### src/rtl/riscv_pkg.sv
`default_nettype none
// ----------------------------------------------------------------------------
// riscv_pkg : shared RV32I types for the multicycle control path   (rev 1.0)
// ----------------------------------------------------------------------------
package riscv_pkg;

  typedef enum logic [2:0] {
    ALU_ADD  = 3'd0,
    ALU_SUB  = 3'd1,
    ALU_AND  = 3'd2,
    ALU_OR   = 3'd3,
    ALU_XOR  = 3'd4,
    ALU_SLT  = 3'd5,
    ALU_SLTU = 3'd6
  } alu_ops_t;

  typedef enum logic [3:0] {
    S_FETCH    = 4'd0,
    S_DECODE   = 4'd1,
    S_MEMADR   = 4'd2,
    S_MEMREAD  = 4'd3,
    S_MEMWB    = 4'd4,
    S_MEMWRITE = 4'd5,
    S_EXECR    = 4'd6,
    S_EXECI    = 4'd7,
    S_ALUWB    = 4'd8,
    S_BRANCH   = 4'd9,
    S_JAL      = 4'd10,
    S_TRAP     = 4'd11
  } ctrl_state_t;

  localparam logic [6:0] OP_R      = 7'b0110011;
  localparam logic [6:0] OP_I      = 7'b0010011;
  localparam logic [6:0] OP_LOAD   = 7'b0000011;
  localparam logic [6:0] OP_STORE  = 7'b0100011;
  localparam logic [6:0] OP_BRANCH = 7'b1100011;
  localparam logic [6:0] OP_JAL    = 7'b1101111;

  localparam logic [2:0] F3_WORD = 3'b010;
  localparam logic [2:0] F3_BEQ  = 3'b000;
  localparam logic [2:0] F3_BNE  = 3'b001;

  typedef enum logic [1:0] {
    SRCA_PC    = 2'b00,
    SRCA_OLDPC = 2'b01,
    SRCA_REG   = 2'b10
  } alu_src_a_t;

  typedef enum logic [1:0] {
    SRCB_REG  = 2'b00,
    SRCB_IMM  = 2'b01,
    SRCB_FOUR = 2'b10
  } alu_src_b_t;

  typedef enum logic [1:0] {
    RES_ALUOUT = 2'b00,
    RES_DATA   = 2'b01,
    RES_ALU    = 2'b10
  } result_src_t;

  typedef enum logic [2:0] {
    IMM_I = 3'b000,
    IMM_S = 3'b001,
    IMM_B = 3'b010,
    IMM_J = 3'b011
  } imm_src_t;

  // Immediate format is a pure function of the opcode; unknown opcodes fall back to I.
  function automatic imm_src_t imm_src_of(input logic [6:0] op);
    case (op)
      OP_STORE:  return IMM_S;
      OP_BRANCH: return IMM_B;
      OP_JAL:    return IMM_J;
      default:   return IMM_I;
    endcase
  endfunction

endpackage
`default_nettype wire

### src/rtl/multicycle_ctrl_if.sv
`default_nettype none
// ----------------------------------------------------------------------------
// multicycle_ctrl_if : control <-> datapath/memory signal bundle   (rev 1.0)
// ----------------------------------------------------------------------------
interface multicycle_ctrl_if;
  import riscv_pkg::*;

  logic [6:0]  op;
  logic [2:0]  funct3;
  logic        funct7b5;
  logic        zero;
  logic        mem_ready;

  logic        mem_req;
  logic        mem_we;
  logic        adr_src;
  logic        ir_write;
  logic        pc_write;
  logic        reg_write;
  imm_src_t    imm_src;
  alu_src_a_t  alu_src_a;
  alu_src_b_t  alu_src_b;
  result_src_t result_src;
  alu_ops_t    alu_ctrl;
  logic        trap;

  modport master (
    input  op, funct3, funct7b5, zero, mem_ready,
    output mem_req, mem_we, adr_src, ir_write, pc_write, reg_write,
    output imm_src, alu_src_a, alu_src_b, result_src, alu_ctrl, trap
  );

  modport slave (
    output op, funct3, funct7b5, zero, mem_ready,
    input  mem_req, mem_we, adr_src, ir_write, pc_write, reg_write,
    input  imm_src, alu_src_a, alu_src_b, result_src, alu_ctrl, trap
  );

endinterface
`default_nettype wire

### src/rtl/multicycle_ctrl_alu_decoder.sv
`default_nettype none
// ----------------------------------------------------------------------------
// alu_decoder : funct3/funct7b5 -> ALU operation, flags shift forms   (rev 1.0)
// ----------------------------------------------------------------------------
module alu_decoder
  import riscv_pkg::*;
(
  input  wire logic [6:0] op,
  input  wire logic [2:0] funct3,
  input  wire logic       funct7b5,
  output alu_ops_t        alu_op,
  output logic            illegal_alu
);

  logic is_rtype;

  assign is_rtype = (op == OP_R);

  always_comb begin
    alu_op      = ALU_ADD;
    illegal_alu = 1'b0;
    case (funct3)
      // funct7b5 only selects SUB for register-register ops; in I-type it is immediate data
      3'b000:  alu_op = (is_rtype && funct7b5) ? ALU_SUB : ALU_ADD;
      3'b010:  alu_op = ALU_SLT;
      3'b011:  alu_op = ALU_SLTU;
      3'b100:  alu_op = ALU_XOR;
      3'b110:  alu_op = ALU_OR;
      3'b111:  alu_op = ALU_AND;
      default: illegal_alu = 1'b1;
    endcase
  end

endmodule
`default_nettype wire

### src/rtl/multicycle_ctrl.sv
`default_nettype none
// ----------------------------------------------------------------------------
// multicycle_ctrl : RV32I multicycle control FSM with memory timeout   (rev 1.0)
// ----------------------------------------------------------------------------
module multicycle_ctrl
  import riscv_pkg::*;
#(
  parameter int MEM_TIMEOUT = 16
)
(
  input  wire logic         clk,
  input  wire logic         rst,
  multicycle_ctrl_if.master bus
);

  localparam int               CNT_W    = (MEM_TIMEOUT == 0) ? 1 : $clog2(MEM_TIMEOUT + 1);
  localparam logic [CNT_W-1:0] CNT_LAST = CNT_W'((MEM_TIMEOUT == 0) ? 0 : MEM_TIMEOUT - 1);

  ctrl_state_t      state;
  ctrl_state_t      state_next;
  ctrl_state_t      decode_next;
  logic [CNT_W-1:0] wait_cnt;

  alu_ops_t         dec_op;
  logic             illegal_alu;
  logic             mem_state;
  logic             timed_out;

  logic             mem_req;
  logic             mem_we;
  logic             adr_src;
  logic             ir_write;
  logic             pc_write;
  logic             reg_write;
  alu_src_a_t       src_a;
  alu_src_b_t       src_b;
  result_src_t      result_src;
  alu_ops_t         alu_ctrl;

  alu_decoder u_alu_decoder (
    .op          (bus.op),
    .funct3      (bus.funct3),
    .funct7b5    (bus.funct7b5),
    .alu_op      (dec_op),
    .illegal_alu (illegal_alu)
  );

  assign mem_state = (state == S_FETCH) || (state == S_MEMREAD) || (state == S_MEMWRITE);
  assign timed_out = (MEM_TIMEOUT != 0) && mem_state && !bus.mem_ready && (wait_cnt == CNT_LAST);

  always_ff @(posedge clk) begin
    if (rst) begin
      state <= S_FETCH;
    end else begin
      state <= state_next;
    end
  end

  // Any state change clears the count, so every FETCH/MEMREAD/MEMWRITE entry starts from zero.
  always_ff @(posedge clk) begin
    if (rst) begin
      wait_cnt <= '0;
    end else if (state_next != state) begin
      wait_cnt <= '0;
    end else if (mem_state && !bus.mem_ready && (MEM_TIMEOUT != 0)) begin
      wait_cnt <= wait_cnt + 1'b1;
    end
  end

  always_comb begin
    decode_next = S_TRAP;
    case (bus.op)
      OP_R:              if (!illegal_alu) decode_next = S_EXECR;
      OP_I:              if (!illegal_alu) decode_next = S_EXECI;
      OP_LOAD, OP_STORE: if (bus.funct3 == F3_WORD) decode_next = S_MEMADR;
      OP_BRANCH:         if ((bus.funct3 == F3_BEQ) || (bus.funct3 == F3_BNE)) decode_next = S_BRANCH;
      OP_JAL:            decode_next = S_JAL;
      default:           decode_next = S_TRAP;
    endcase
  end

  always_comb begin
    state_next = state;
    mem_req    = 1'b0;
    mem_we     = 1'b0;
    adr_src    = 1'b0;
    ir_write   = 1'b0;
    pc_write   = 1'b0;
    reg_write  = 1'b0;
    src_a      = SRCA_PC;
    src_b      = SRCB_REG;
    result_src = RES_ALUOUT;
    alu_ctrl   = ALU_ADD;

    case (state)
      S_FETCH: begin
        mem_req = 1'b1;
        if (bus.mem_ready) begin
          ir_write   = 1'b1;
          src_a      = SRCA_PC;
          src_b      = SRCB_FOUR;
          result_src = RES_ALU;
          pc_write   = 1'b1;
          state_next = S_DECODE;
        end else if (timed_out) begin
          state_next = S_TRAP;
        end
      end
      S_DECODE: begin
        // Branch/jal target is computed here and parked in ALUOut
        src_a      = SRCA_OLDPC;
        src_b      = SRCB_IMM;
        state_next = decode_next;
      end
      S_MEMADR: begin
        src_a      = SRCA_REG;
        src_b      = SRCB_IMM;
        state_next = (bus.op == OP_LOAD) ? S_MEMREAD : S_MEMWRITE;
      end
      S_MEMREAD: begin
        mem_req = 1'b1;
        adr_src = 1'b1;
        if (bus.mem_ready) begin
          state_next = S_MEMWB;
        end else if (timed_out) begin
          state_next = S_TRAP;
        end
      end
      S_MEMWB: begin
        result_src = RES_DATA;
        reg_write  = 1'b1;
        state_next = S_FETCH;
      end
      S_MEMWRITE: begin
        mem_req = 1'b1;
        mem_we  = 1'b1;
        adr_src = 1'b1;
        if (bus.mem_ready) begin
          state_next = S_FETCH;
        end else if (timed_out) begin
          state_next = S_TRAP;
        end
      end
      S_EXECR: begin
        src_a      = SRCA_REG;
        src_b      = SRCB_REG;
        alu_ctrl   = dec_op;
        state_next = S_ALUWB;
      end
      S_EXECI: begin
        src_a      = SRCA_REG;
        src_b      = SRCB_IMM;
        alu_ctrl   = dec_op;
        state_next = S_ALUWB;
      end
      S_ALUWB: begin
        result_src = RES_ALUOUT;
        reg_write  = 1'b1;
        state_next = S_FETCH;
      end
      S_BRANCH: begin
        src_a      = SRCA_REG;
        src_b      = SRCB_REG;
        alu_ctrl   = ALU_SUB;
        result_src = RES_ALUOUT;
        pc_write   = (bus.funct3 == F3_BNE) ? !bus.zero : bus.zero;
        state_next = S_FETCH;
      end
      S_JAL: begin
        // PC takes the target from ALUOut while the ALU forms the link value OldPC+4
        src_a      = SRCA_OLDPC;
        src_b      = SRCB_FOUR;
        alu_ctrl   = ALU_ADD;
        result_src = RES_ALUOUT;
        pc_write   = 1'b1;
        state_next = S_ALUWB;
      end
      S_TRAP: begin
        state_next = S_TRAP;
      end
      default: begin
        state_next = S_TRAP;
      end
    endcase

    if (rst) begin
      mem_req   = 1'b0;
      mem_we    = 1'b0;
      ir_write  = 1'b0;
      pc_write  = 1'b0;
      reg_write = 1'b0;
    end
  end

  assign bus.mem_req    = mem_req;
  assign bus.mem_we     = mem_we;
  assign bus.adr_src    = adr_src;
  assign bus.ir_write   = ir_write;
  assign bus.pc_write   = pc_write;
  assign bus.reg_write  = reg_write;
  assign bus.imm_src    = imm_src_of(bus.op);
  assign bus.alu_src_a  = src_a;
  assign bus.alu_src_b  = src_b;
  assign bus.result_src = result_src;
  assign bus.alu_ctrl   = alu_ctrl;
  assign bus.trap       = (state == S_TRAP);

endmodule
`default_nettype wire

### src/flat_wrapper.sv
// flat-port wrapper written by rule: the top's interface ports become plain ports
module multicycle_ctrl_flat import riscv_pkg::*;
#(
  parameter int MEM_TIMEOUT = 16
)
  (clk, rst, bus_op, bus_funct3, bus_funct7b5, bus_zero, bus_mem_ready, bus_mem_req, bus_mem_we, bus_adr_src, bus_ir_write, bus_pc_write, bus_reg_write, bus_imm_src, bus_alu_src_a, bus_alu_src_b, bus_result_src, bus_alu_ctrl, bus_trap);
  multicycle_ctrl_if bus_i ();
  input  wire logic clk;
  input  wire logic rst;
  input wire logic [$bits(bus_i.op)-1:0] bus_op;
  input wire logic [$bits(bus_i.funct3)-1:0] bus_funct3;
  input wire logic [$bits(bus_i.funct7b5)-1:0] bus_funct7b5;
  input wire logic [$bits(bus_i.zero)-1:0] bus_zero;
  input wire logic [$bits(bus_i.mem_ready)-1:0] bus_mem_ready;
  output wire logic [$bits(bus_i.mem_req)-1:0] bus_mem_req;
  output wire logic [$bits(bus_i.mem_we)-1:0] bus_mem_we;
  output wire logic [$bits(bus_i.adr_src)-1:0] bus_adr_src;
  output wire logic [$bits(bus_i.ir_write)-1:0] bus_ir_write;
  output wire logic [$bits(bus_i.pc_write)-1:0] bus_pc_write;
  output wire logic [$bits(bus_i.reg_write)-1:0] bus_reg_write;
  output wire logic [$bits(bus_i.imm_src)-1:0] bus_imm_src;
  output wire logic [$bits(bus_i.alu_src_a)-1:0] bus_alu_src_a;
  output wire logic [$bits(bus_i.alu_src_b)-1:0] bus_alu_src_b;
  output wire logic [$bits(bus_i.result_src)-1:0] bus_result_src;
  output wire logic [$bits(bus_i.alu_ctrl)-1:0] bus_alu_ctrl;
  output wire logic [$bits(bus_i.trap)-1:0] bus_trap;
  assign bus_i.op = bus_op;
  assign bus_i.funct3 = bus_funct3;
  assign bus_i.funct7b5 = bus_funct7b5;
  assign bus_i.zero = bus_zero;
  assign bus_i.mem_ready = bus_mem_ready;
  assign bus_mem_req = bus_i.mem_req;
  assign bus_mem_we = bus_i.mem_we;
  assign bus_adr_src = bus_i.adr_src;
  assign bus_ir_write = bus_i.ir_write;
  assign bus_pc_write = bus_i.pc_write;
  assign bus_reg_write = bus_i.reg_write;
  assign bus_imm_src = bus_i.imm_src;
  assign bus_alu_src_a = bus_i.alu_src_a;
  assign bus_alu_src_b = bus_i.alu_src_b;
  assign bus_result_src = bus_i.result_src;
  assign bus_alu_ctrl = bus_i.alu_ctrl;
  assign bus_trap = bus_i.trap;
  multicycle_ctrl #(.MEM_TIMEOUT(MEM_TIMEOUT)) u_core (.clk(clk), .rst(rst), .bus(bus_i));
endmodule
### config.mk
export PLATFORM = sky130hd
export DESIGN_NAME = multicycle_ctrl_flat
export DESIGN_NICKNAME = d
export VERILOG_FILES = /design/src/rtl/riscv_pkg.sv /design/src/rtl/multicycle_ctrl_if.sv /design/src/rtl/multicycle_ctrl_alu_decoder.sv /design/src/rtl/multicycle_ctrl.sv /design/src/flat_wrapper.sv
export SDC_FILE = /design/constraint.sdc
export NUM_CORES = 1
export LEC_CHECK = 0
export CAP_MARGIN = 0
export CELL_PAD_IN_SITES_DETAIL_PLACEMENT = 1
export CELL_PAD_IN_SITES_GLOBAL_PLACEMENT = 1
export CORE_ASPECT_RATIO = 0.7
export CORE_MARGIN = 2
export CORE_UTILIZATION = 33
export CTS_CLUSTER_SIZE = 14
export DETAILED_ROUTE_END_ITERATION = 8
export GPL_TIMING_DRIVEN = 0
export PLACE_DENSITY_LB_ADDON = 0.1
export SYNTH_ARGS = -nofsm -noshare
export SYNTH_HDL_FRONTEND = slang
export SYNTH_SLANG_ARGS = --single-unit
### constraint.sdc
create_clock -name clk -period 3.25 [get_ports clk]
set_input_delay 0.4875 -clock clk [delete_from_list [all_inputs] [get_ports clk]]
set_output_delay 0.4875 -clock clk [all_outputs]
set_load 0.02 [all_outputs]
==> run metrics, run 1 <==
CP startpoint kind=input pin; R2R setup slack=640 ps; die width=72.4 um; Post-CTS Setup Bufs=0; Syn Nets=162; commonest non-fill, non-tap cell in the layout=clkdlybuf4s50_1; pwr dens=772 nW/um^2; Final ANT Viol Nets=0; Worst setup EP type=output pin; H-tree depth=1; sequential area share after synthesis=16.7%; nets@finish=198; Remaining DRCs=0; Area Overhead vs Synth=37.3%; Worst EP arrival=2660 ps; antenna cell count=0; Final Total Pwr=1.15 mW; worst min path class=flip-flop to flip-flop; share of cells above drive strength 1=10.0%; GR Util All Layers=20.5%; Sink Count=9; hold worst-path end=u_core.wait_cnt[1]$_SDFFE_PP0P_; largest net degree at the start of global routing=11; WS Path Type=input pin to output pin; clock latency at the later pin of the worst-skew pair=230 ps; Slew Viols, Final=0; boundary pin count=34; number of max-cap violations=0; DR WL/cell=16.8 um; CTS clock-pin slew for the worst setup and hold paths=50 ps; top cell type's share of synthesized area=16.7%; fmax=318 MHz; Peak VDD IR=379 uV; global-route wire length before repair=6000 um; drt pass-1 iters=5; setup TNS=0 ps; CTS Buf Count=3; DP Area=1440 um^2; RR Startpoint=u_core.wait_cnt[0]$_SDFFE_PP0P_; crit path max fanout=6; commonest cells after routing, fill and taps aside=clkdlybuf4s50_1, nor2_1, nor3_1, dfxtp_1, nand2_1; Final Hold Vio Count=0; Die Area=3760 um^2; Post-CTS Resized=0; Core Box Area=3150 um^2; status=completed; Setup Skew=1.07 ps; Crit path required time=2760 ps; Critical R2R Capture=u_core.wait_cnt[4]$_SDFFE_PP0P_; synthesis-stage register bit count=9; worst reg2reg path depth=8; Worst Hold Depth=2; Tcrit/Tclk final=96.7%; antenna violations before repair=0; Main synth FF type=dfxtp_1; Slew @ Worst Pin=556 ps; Yosys cell types=54; Rows=17; Syn Area/Cell=7.46 um^2; FFs w/ async S/R, synth=0%; global route overflow=0; hold bufs inserted after CTS=0; dpl hpwl=2840 um; Tmin final=3140 ps; Bufs on Longest Clock Path=2; Starting DRT DRC Count=62; post-route cell area=1480 um^2; number of global-route vias before repair=1236; Mapped Cells=145; Worst slew margin=62.6%; Mapped Area=1080 um^2; initial core utilization=34.3%; TritonCTS clock tree=yes; Die H=51.9 um; Leak=0.536 nW; Post-synth EDFFs=0; cell taking the most area after synthesis=dfxtp_1; vias per std cell=5.76; vias=1256; Area contributors post-synth=dfxtp_1, nor2_1, mux2i_1; yosys warns=0; Final GP Congestion=0.948; Final setup viols=0; total wire length=3660 um; Hold Path Origin=u_core.wait_cnt[1]$_SDFFE_PP0P_; RSZ-0062 raised after global routing=no; count of input and output buffers=31; Root Buffer=clkbuf_8
-- cell usage after synthesis (all sizes together) (2+ instances only) --
library cell  count
a21oi             6
a22oi             4
a31oi             5
and3              4
and4b             2
buf               8
clkbuf            3
dfxtp             9
ha                2
inv               3
mux2i             5
nand2             8
nand2b            5
nand4             3
nand4bb           2
nor2             18
nor2b             3
nor3             10
nor4              4
o21ai             3
o221ai            2
o22ai             3
or3               4
xnor2             4
xor2              4
-- routing by layer --
layer / global-route usage, % / vias up / wire length, um
met5: 0 / - / 0
met4: 2.16 / 0 / 0
li1: - / 616 / -
met1: 30.8 / 600 / 1920
met3: 4.46 / 0 / 187
met2: 30.6 / 40 / 1550
-- cell type report --
| type | count | area [um^2] |
|---|---|---|
| Fill cell | 402 | 1660 |
| Multi-Input combinational cell | 121 | 816 |
| Timing Repair Buffer | 31 | 310 |
| Sequential cell | 9 | 180 |
| Buffer | 11 | 70.1 |
| Tap cell | 38 | 47.5 |
| Clock buffer | 4 | 45.0 |
| Inverter | 4 | 15.0 |
-- report_power, final --
part           internal [mW]  leakage, nW  switching [mW]
Clock                 0.0856       0.0228          0.0452
Combinational          0.359        0.440           0.495
Sequential             0.138       0.0732          0.0219
Total                  0.583        0.536           0.562
-- state kept, by name (all words and copies together), names as in the netlist --
name / flops
u_core.wait_cnt: 5
u_core.state: 4
-- worst max path at each step --
stage	start	endpoint	cells past startpoint
6_report	bus_op[3]	bus_alu_ctrl[0]	5
3_5_place_dp	bus_op[3]	bus_alu_ctrl[0]	5
2_1_floorplan	u_core.wait_cnt[0]$_SDFFE_PP0P_	u_core.wait_cnt[4]$_SDFFE_PP0P_	8
3_3_place_gp	bus_op[3]	bus_alu_ctrl[0]	5
5_1_grt	bus_op[3]	bus_alu_ctrl[0]	5
4_1_cts	bus_op[3]	bus_alu_ctrl[0]	5
-- cells by family after synthesis --
family / share of synthesized area, %
AO/OA/AOI/OAI: 23.7
XOR/XNOR: 7.18
adder cells (fa/ha/maj): 2.31
buffers and inverters: 7.87
flip-flops: 16.7
multiplexers: 5.67
other: 0.347
AND/OR/NAND/NOR: 36.2
-- per-stage QoR --
| step | util, % | std cells | hold slack [ps] | worst slack, ps |
|---|---|---|---|---|
| 6_report | 47.1 | 218 | 554 | 106 |
| 5_1_grt | 47.1 | 218 | 591 | 5.92 |
| 4_1_cts | 47.1 | 218 | 555 | 132 |
| 3_5_place_dp | 45.7 | 214 | 545 | 137 |
| 3_3_place_gp | 45.7 | 214 | 536 | 156 |
| 2_1_floorplan | - | 145 | 514 | 929 |
-- worst max-delay path, stage by stage --
cell	delay, ps
clkdlybuf4s50_1	510
nor4_1	570
a21oi_1	180
o32ai_1	260
clkdlybuf4s50_1	650
No activity file was read; power rests on OpenSTA's default activity.
==> run 2, diff against run 1 <==
--- a/config.mk
+++ b/config.mk
@@ -9,7 +9,7 @@
 export CELL_PAD_IN_SITES_DETAIL_PLACEMENT = 1
 export CELL_PAD_IN_SITES_GLOBAL_PLACEMENT = 1
 export CORE_ASPECT_RATIO = 0.7
-export CORE_MARGIN = 2
+export CORE_MARGIN = 1.5
 export CORE_UTILIZATION = 33
 export CTS_CLUSTER_SIZE = 14
 export DETAILED_ROUTE_END_ITERATION = 8
==> constraint.sdc (replaced) <==
create_clock -name clk -period 3.15 [get_ports clk]
set_input_delay 0.4725 -clock clk [delete_from_list [all_inputs] [get_ports clk]]
set_output_delay 0.4725 -clock clk [all_outputs]
set_load 0.02 [all_outputs]
==> run metrics, run 2 (synthesized netlist as in run 1, its figures left out) <==
status=completed; DP Area=1440 um^2 (unchanged); worst reg2reg path depth=8 (unchanged); largest net degree at the start of global routing=11 (unchanged); Sink Count=9 (unchanged); vias per std cell=5.70 (-1.1%); DR WL/cell=16.2 um (-3.7%); Worst slew margin=63.9% (+1.4 points); final core utilization=47.5% (+0.40 points); fmax=328 MHz; Reg power frac=14.3% (+0.3 points); filler instances=400 (-0.50%); Tcrit/Tclk final=96.6%; RSZ-0062 raised after global routing=no; post-route cell area=1490 um^2 (+0.17%); Largest regs=u_core.wait_cnt (5), u_core.state (4); worst min path class=flip-flop to flip-flop; antenna violations before repair=0 (unchanged); Post-CTS Resized=0 (unchanged); Worst EP arrival=2570 ps (-90 ps); crit path buf inv count=2 (unchanged); initial core utilization=34.6% (+0.23 points); total wire length=3520 um (-3.7%); P_sw=0.565 mW (+0.47%); commonest non-fill, non-tap cell in the layout=clkdlybuf4s50_1; crit-path leading delay family=buffers and inverters; share of cells above drive strength 1=10.0% (unchanged); Starting DRT DRC Count=62 (unchanged); Final ANT Viol Nets=0 (unchanged); Leak=0.552 nW (+3.0%); clock latency at the later pin of the worst-skew pair=230 ps (about the same); Core Box Area=3130 um^2 (-0.68%); Slew Viols, Final=0 (unchanged); Pint=0.600 mW (+3.0%); drt pass-1 iters=4 (-1); peak per-stage delay on the critical path=650 ps (about the same); number of max-cap violations=0 (unchanged); Worst Hold Depth=2 (unchanged); TritonCTS clock tree=yes; pwr dens=784 nW/um^2 (+1.6%); Post-CTS Setup Bufs=0 (unchanged); GR Util All Layers=20.1% (-0.35 points); CP max stage cell=clkdlybuf4s50_1; CTS clock-pin slew for the worst setup and hold paths=40 ps (about the same); commonest cells after routing, fill and taps aside=clkdlybuf4s50_1, nor2_1, nor3_1, dfxtp_1, nand2_1; WP depth=5 (unchanged); number of flip-flops in the largest register=5 (unchanged); crit-path most repeated cell=clkdlybuf4s50_1; WHS=544 ps (-9.62 ps); Bufs on Longest Clock Path=2 (unchanged); Slew @ Worst Pin=536 ps (-20.6 ps); Area Overhead vs Synth=37.5%; antenna cell count=0 (unchanged); Peak VDD IR=371 uV (-2.1%); Final setup viols=0 (unchanged); number of global-route vias before repair=1242 (+0.49%); CTS Buf Count=3 (unchanged); hold bufs inserted after CTS=0 (unchanged); power share of the clock group=11.1% (-0.3 points); Root Buffer=clkbuf_8; boundary pin count=34 (unchanged); Crit path required time=2680 ps (-80 ps); setup TNS=0 ps (unchanged); Comb power frac=74.6% (about the same); WS Path Type=input pin to output pin; Tmin final=3040 ps; Die H=50.9 um (-1.9%); Remaining DRCs=0 (unchanged); global-route wire length before repair=5840 um (-2.7%); count of input and output buffers=31 (unchanged); crit path max fanout=6 (unchanged); sw frac=48.5% (-0.62 points); Final Hold Vio Count=0 (unchanged); CP startpoint kind=input pin; dpl hpwl=2760 um (-2.7%); H-tree depth=1 (unchanged); Rows=17 (unchanged); Setup Skew=1.81 ps (+0.736 ps); nets@finish=198 (unchanged); die width=71.4 um (-1.4%); worst-path cell chain=clkdlybuf4s50_1 > nor4_1 > a21oi_1 > o32ai_1 > clkdlybuf4s50_1; vias=1242 (-1.1%); Worst setup EP type=output pin; Final GP Congestion=0.821 (-13%); global route overflow=0 (unchanged); Top reg by flops=u_core.wait_cnt; Die Area=3630 um^2 (-3.3%)
==> run 2: changes by cell type in the layout (fill, tap and decap cells not counted) <==
cell / before / now
clkdlybuf4s50_1: 31 / 30
dlymetal6s2s_1: 0 / 1
==> run 2: worst paths after layout <==
check / start / to / slack [ps]
worst max register to register: u_core.wait_cnt[0]$_SDFFE_PP0P_ / u_core.wait_cnt[4]$_SDFFE_PP0P_ / 570
worst min-delay path: u_core.wait_cnt[4]$_SDFFE_PP0P_ / u_core.wait_cnt[4]$_SDFFE_PP0P_ / 540
worst max-delay path: bus_op[3] / bus_alu_ctrl[0] / 110
worst min register to register: u_core.wait_cnt[4]$_SDFFE_PP0P_ / u_core.wait_cnt[4]$_SDFFE_PP0P_ / 540
==> run 2: per-stage QoR <==
step,cells,worst slack [ps],power (mW)
6_report,218,106,1.17
5_1_grt,218,0.865,1.25
4_1_cts,218,113,1.17
3_5_place_dp,214,126,1.04
3_3_place_gp,214,103,1.02
2_1_floorplan,145,829,0.754
==> run 2: final cells by class <==
class	count	area (um^2)	area share, %
Multi-Input combinational cell	121	816	54.9
Clock buffer	4	45.0	3.03
Inverter	4	15.0	1.01
Sequential cell	9	180	12.1
Buffer	11	70.1	4.71
Tap cell	38	47.5	3.20
Timing Repair Buffer	31	313	21.0
==> run 2: power groups by stage <==
stage | Clock (mW) | Combinational, mW | Sequential (mW)
after floorplan | 0 | 0.594 | 0.160
after global placement | 0 | 0.853 | 0.166
after detailed placement | 0 | 0.871 | 0.168
after CTS | 0.133 | 0.874 | 0.167
after global routing | 0.135 | 0.946 | 0.170
final | 0.129 | 0.869 | 0.167
==> run 2: per-layer routing <==
| metal | up-vias | wire length (um) | global-route usage, % |
|---|---|---|---|
| met2 | 28 | 1570 | 34.1 |
| met5 | - | 0 | 0 |
| met1 | 600 | 1800 | 27.6 |
| met3 | 2 | 137 | 2.76 |
| met4 | 0 | 15 | 3.77 |
| li1 | 612 | - | - |
==> run 2: worst register-to-register path, stage by stage (launching register included) <==
cell       delay [ps]
dfxtp_1           330
ha_1              210
and3_1            190
ha_1              260
o311a_1           310
o22ai_1           260
nor2_1             80
a2111o_1          490
a2111oi_2         350
==> run 3, diff against run 2 <==
--- a/config.mk
+++ b/config.mk
@@ -11,7 +11,7 @@
 export CORE_ASPECT_RATIO = 0.7
 export CORE_MARGIN = 1.5
 export CORE_UTILIZATION = 33
-export CTS_CLUSTER_SIZE = 14
+export CTS_CLUSTER_SIZE = 40
 export DETAILED_ROUTE_END_ITERATION = 8
 export GPL_TIMING_DRIVEN = 0
 export PLACE_DENSITY_LB_ADDON = 0.1
==> results of run 3 <==
The final DEF is identical to that of run 2; final timing and power are the same.
